<file path="src/rtl/snake_head_stepper.sv">
// Snake head position stepper: advances the head one grid cell every TICK_DIV
// clocks in the committed direction, with edge wrap, pause and sticky crash halt.
module snake_head_stepper #(
  parameter int GRID_W   = 40,
  parameter int GRID_H   = 30,
  parameter int TICK_DIV = 12500000,
  parameter int START_X  = 20,
  parameter int START_Y  = 15
) (
  input  logic       clk,
  input  logic       reset_n,
  input  logic       enable,
  input  logic       crash,
  input  logic [2:0] dir_in,
  input  logic       dir_lock,
  output logic [5:0] head_x,
  output logic [4:0] head_y,
  output logic [2:0] dir_cur,
  output logic       step_pulse,
  output logic       wrapped,
  output logic       halted
);

  localparam int CNT_W = (TICK_DIV > 1) ? $clog2(TICK_DIV) : 1;

  typedef enum logic [1:0] {
    IDLE,
    RUN,
    HALT
  } state_t;

  state_t state;
  state_t state_nxt;

  logic [CNT_W-1:0] tick_cnt;
  logic [2:0]       dir_pend;
  logic [2:0]       ref_dir;
  logic             tick_done;
  logic             step_commit;
  logic             is_reverse;
  logic             lock_ok;
  logic [5:0]       x_nxt;
  logic [4:0]       y_nxt;
  logic             wrap_nxt;

  always_ff @(posedge clk or negedge reset_n) begin
    if (!reset_n) state <= IDLE;
    else          state <= state_nxt;
  end

  // Crash outranks both a pause request and a step falling due in the same cycle
  always_comb begin
    state_nxt = state;
    case (state)
      IDLE: if (enable) state_nxt = RUN;
      RUN: begin
        if (crash)        state_nxt = HALT;
        else if (!enable) state_nxt = IDLE;
      end
      HALT:    state_nxt = HALT;
      default: state_nxt = IDLE;
    endcase
  end

  always_comb begin
    halted = (state == HALT);
  end

  assign tick_done   = (tick_cnt == CNT_W'(TICK_DIV - 1));
  assign step_commit = (state == RUN) && enable && !crash && tick_done;

  always_ff @(posedge clk or negedge reset_n) begin
    if (!reset_n)
      tick_cnt <= '0;
    else if ((state == RUN) && enable && !crash && !tick_done)
      tick_cnt <= tick_cnt + 1'b1;
    else
      tick_cnt <= '0;
  end

  // In a commit cycle the request is judged against the direction about to be taken
  assign ref_dir    = step_commit ? dir_pend : dir_cur;
  assign is_reverse = (dir_in[2] == ref_dir[2]) &&
                      (dir_in[2] ? (dir_in[1] != ref_dir[1]) : (dir_in[0] != ref_dir[0]));
  assign lock_ok    = dir_lock && (state != HALT) && !is_reverse;

  always_ff @(posedge clk or negedge reset_n) begin
    if (!reset_n)     dir_pend <= 3'b000;
    else if (lock_ok) dir_pend <= dir_in;
  end

  always_comb begin
    x_nxt    = head_x;
    y_nxt    = head_y;
    wrap_nxt = 1'b0;
    if (dir_pend[2]) begin
      if (dir_pend[1]) begin
        if (head_y == 5'(GRID_H - 1)) begin
          y_nxt    = 5'd0;
          wrap_nxt = 1'b1;
        end else begin
          y_nxt = head_y + 5'd1;
        end
      end else begin
        if (head_y == 5'd0) begin
          y_nxt    = 5'(GRID_H - 1);
          wrap_nxt = 1'b1;
        end else begin
          y_nxt = head_y - 5'd1;
        end
      end
    end else begin
      if (dir_pend[0]) begin
        if (head_x == 6'(GRID_W - 1)) begin
          x_nxt    = 6'd0;
          wrap_nxt = 1'b1;
        end else begin
          x_nxt = head_x + 6'd1;
        end
      end else begin
        if (head_x == 6'd0) begin
          x_nxt    = 6'(GRID_W - 1);
          wrap_nxt = 1'b1;
        end else begin
          x_nxt = head_x - 6'd1;
        end
      end
    end
  end

  always_ff @(posedge clk or negedge reset_n) begin
    if (!reset_n) begin
      head_x     <= 6'(START_X);
      head_y     <= 5'(START_Y);
      dir_cur    <= 3'b000;
      step_pulse <= 1'b0;
      wrapped    <= 1'b0;
    end else begin
      step_pulse <= step_commit;
      wrapped    <= step_commit && wrap_nxt;
      if (step_commit) begin
        head_x  <= x_nxt;
        head_y  <= y_nxt;
        dir_cur <= dir_pend;
      end
    end
  end

endmodule

</file>
<file path="config.mk">
export PLATFORM = sky130hd
export DESIGN_NAME = snake_head_stepper
export DESIGN_NICKNAME = d
export VERILOG_FILES = /design/src/rtl/snake_head_stepper.sv
export SDC_FILE = /design/constraint.sdc
export NUM_CORES = 1
export LEC_CHECK = 0
export BUFFER_PORTS_ARGS = -buffer_cell sky130_fd_sc_hd__buf_4
export CORE_MARGIN = 10
export CORE_UTILIZATION = 45
export CTS_BUF_LIST = sky130_fd_sc_hd__clkbuf_4 sky130_fd_sc_hd__clkbuf_8
export DETAILED_ROUTE_END_ITERATION = 10
export PLACE_DENSITY = 0.68
export SLEW_MARGIN = 10
export SYNTH_ARGS = -nofsm -noshare
export SYNTH_HDL_FRONTEND = slang
export SYNTH_SLANG_ARGS = --single-unit
</file>
<file path="constraint.sdc">
create_clock -name clk -period 4.45 [get_ports clk]
set_input_delay 0.6675 -clock clk [delete_from_list [all_inputs] [get_ports clk]]
set_output_delay 0.6675 -clock clk [all_outputs]
set_load 0.01 [all_outputs]
</file>
==> results.md <==
Placement:
- The count of input and output buffers is 24.
- The weighted congestion reported at the end of routability-driven placement is a little under 0.9.
- After detailed placement, the total cell area comes to between 2000 and 3000 sq um.
- The number of placed cells counting well taps is approximately 380.
- The post-detailed-placement half-perimeter wirelength is between 3 and 4 mm.
- Timing analysis after detailed placement gives a worst setup slack of 1.94 ns.

Timing:
- The final critical delay including setup and external delays is 2.31 ns.
- The worst pin sits at a relative slew slack of ~63%.
- The number of hold-slack violations in the final timing report came to 0.
- The share of the cycle needed by the critical path after routing is about half.
- The largest clock skew in the final design is approximately 0.0042 ns.
- Summed over all failing endpoints, the final setup total negative slack is 0 ns.
- The maximum achievable frequency is roughly 430 MHz.
- Setup repair after global routing left no endpoint under its margin.
- Final hold analysis gives a worst-case slack of roughly 0.36 ns.
- The worst path setup slack after routing is 2.14 ns.
- The total count of max-transition violations in the final report is 0.
- The number of setup violations in the final report is 0.
- At the pin with the least slew margin, the transition time is 0.559 ns.

Worst setup path:
- Among all stages on the critical path, the largest delay is contributed by sky130_fd_sc_hd__dfrtp_1.
- The critical path goes through ha_1 -> and4_2 -> and3_4 -> nand3_4 -> and3_2 -> a211oi_2 -> mux2_1.
- The endpoint of the worst-slack reg-to-reg timing path is dir_pend[0].
- The largest incremental delay on the critical path is between 0.3 and 0.4 ns.
- The kind of end point of the critical path is a register.
- The launching instance or port of the critical path is tick_cnt[0].
- The start of the worst register-to-register path is tick_cnt[0].
- In this run the worst path has a maximum fanout of 11.
- The critical path class is reg -> reg.
- In this run the register-to-register setup slack is between 2 and 2.5 ns.
- STA puts the critical path data required time at 4.63 ns.
- The critical path startpoint category is a register.
- The count of cells along the worst register-to-register path is 7.
- The arrival time at the worst endpoint is 2.49 ns.

Floorplanning:
- The die boundary height is ~96 um.
- The floorplan step defined a die boundary enclosing 9190 sq um.
- The die is 95.9 um wide.
- The area of the placeable core is 5540 sq um.
- The cell row count is 27.
- For this configuration, the core starts out at a cell density of between 40% and 50%.
- The I/O pin count is 25.

Routing:
- After detailed routing, the number of remaining DRC violations is 0.
- The DRC violation total after the first TritonRoute iteration is 102.
- After detailed routing, the average wire length per cell comes to 13.5 um.
- Before antenna repair, the detailed router went through 4 iterations.
- Summing over every cut layer, the via total after detailed routing is between 2k and 2.5k.
- The detail route stage leaves a number of antenna-violating nets equal to 0.
- Using the TritonRoute via totals, the vias-per-cell ratio works out to around 5.5.
- The final layout contains routed wiring with a total length of 5.23 mm.

Finish:
- Leaving out fill and tap cells, the most frequent cells in the layout are sky130_fd_sc_hd__dfrtp_1, sky130_fd_sc_hd__nor2_1, sky130_fd_sc_hd__nand2_1.
- The final design instance area without fill is around 3000 sq um.
- The area growth from synthesis to layout is 13.9%.
- The net total in the final layout is 328.
- For this run, the share of the core covered by cells in the final layout is approximately 53%.
- The share of post-route cells with drive strength above 1 is between 10% and 20%.
- The library cell used most frequently in the layout, excluding fill and tap cells, is sky130_fd_sc_hd__dfrtp_1.
- The total inserted antenna cells is 0.
- Once layout is complete, the cells apart from fillers number slightly below 400.

Clocking:
- The clock input transition at the sequential cells of the worst setup and hold paths is roughly 0.08 ns.
- The post-cts hold buffer count is 0.
- The CTS tree is done.
- Post-CTS repair changed the size of 0 cells.
- CTS built an H-tree with a depth of 2.
- No sink is reached through more buffers than the 2 on the longest clock path.
- The number of buffers added for setup after CTS is 0.
- In this run, CTS created clock tree buffers numbering 5.
- Counting every sink on the clock net gives between 40 and 50.
- The buffer type at the clock tree root is sky130_fd_sc_hd__clkbuf_8.
- The clock latency on the worst-skew pair is 0.29 ns.

Global route:
- The via count of the first global-routing pass is 1969.
- The aggregate global routing overflow is 0.
- The pin count of the biggest net entering global routing is 46.
- The number of antenna violations at the first check in global routing came to 0.
- The global-route wire length before repair is slightly above 9 mm.
- The global routing usage summed across all routing layers is about an eighth.

Logic synthesis:
- The average instance area after synthesis is 8.97 sq um.
- The leading register cell type out of synthesis is sky130_fd_sc_hd__dfrtp_1.
- The number of flops mapped to enable cells by yosys is 0.
- Of the synthesized area, sequential elements account for a little over two fifths.
- After synthesis, the share of flip-flops with an asynchronous set or reset is between 90% and 100%.
- The area of the mapped netlist is 2590 sq um.
- When the netlist entered floorplanning its net count stood at between 300 and 400.
- The Yosys step of the flow raised 0 warnings.
- The instance count of the mapped netlist is approximately 290.
- The flip-flop and latch count after synthesis is 45.
- The number of distinct standard cells referenced by the synthesized netlist is 50.

Pwr:
- In this run the static leakage power is 1.26 nW.
- The overall power of the completed layout is about 910 uW.
- The worst-case vdd ir drop is about 0.22 mV.
- The power per cell area is slightly above 300 nW/um^2.

Job:
- Max-cap violations in this run came to 0.

Hold path:
- The tightest min-delay check is of the in -> async type.

Status:
- The flow ran to the end, and the final reports show no timing, DRC or antenna violations.
==> worst max-delay path, delay by kind of cell, from the launching register on <==
kind	cells	cell delay [ns]
AOI/OAI and AO/OA	1	0.31
adders and majority gates	1	0.23
DFF	1	0.39
muxes	1	0.35
and+or+nand+nor	4	0.91
==> routing by layer <==
metal  GRT usage, %  vias to the layer above  wire length (um)
met5              0                        -                 0
met4           3.44                        0                58
met3           3.11                        5               249
met2           19.1                       39              2310
met1           16.1                     1009              2610
li1               -                     1055                 -
==> kinds of logic (layout without fill, tap and decap cells) <==
kind of cell    after synthesis  after routing  synth area share [%]
compound gates               52             52                  12.7
buf+inv                      23             48                  3.62
mux                           3              3                  1.26
simple gates                137            137                  27.9
fa+ha+maj                     7              7                  3.38
flops                        45             45                  43.7
xor+xnor                     22             22                  7.44
==> synth_stat cells (all sizes together), types with 2 or more instances <==
cell type	n	share of area, %
nand4	8	1.9
nor2	37	5.4
ha	7	3.4
clkbuf	7	1.0
nor3	9	1.7
and3	4	1.2
mux2	2	0.87
nand2b	2	0.48
and2	3	0.72
o21ai	25	4.8
o22ai	4	0.97
nor2b	3	0.72
inv	15	2.2
o211ai	3	0.87
xor2	11	3.7
or3	2	0.48
a221oi	2	0.92
dfstp	6	6.1
dfrtp	39	38
and4bb	2	0.97
and4	3	1.2
nor4	2	0.48
a31oi	3	0.72
nand2	36	5.2
xnor2	11	3.7
nand3	17	3.8
and2b	4	1.4
a21oi	6	1.2
==> worst max path at each step <==
stage                  endpoint  slack [ns]  cells past startpoint
detailed placement  dir_pend[0]        1.94                      7
global route        dir_pend[1]        2.04                      7
finish              dir_pend[0]        2.14                      7
CTS                 dir_pend[1]        2.13                      7
global placement    dir_pend[0]        1.96                      7
floorplan           dir_pend[0]        2.24                      7
==> registers in the layout, summed over array words and instances (netlist names) <==
register,flops
dir_pend,3
head_y,5
state,2
wrapped,1
tick_cnt,24
head_x,6
dir_cur,3
step_pulse,1
==> area by class of cell <==
| class | count | area (sq um) |
|---|---|---|
| Clock buffer | 7 | 90.1 |
| Clock inverter | 1 | 30.0 |
| Fill cell | 516 | 2590 |
| Inverter | 15 | 56.3 |
| Multi-Input combinational cell | 221 | 1360 |
| Sequential cell | 45 | 1130 |
| Tap cell | 72 | 90.1 |
| Timing Repair Buffer | 25 | 188 |
==> power breakdown <==
| part | switching, mW | internal (mW) | leakage (nW) | total [mW] |
|---|---|---|---|---|
| registers | 0.0384 | 0.427 | 0.592 | 0.465 |
| logic | 0.0736 | 0.0521 | 0.606 | 0.126 |
| clock network | 0.135 | 0.189 | 0.0619 | 0.324 |
(Power assumes the default switching activity.)
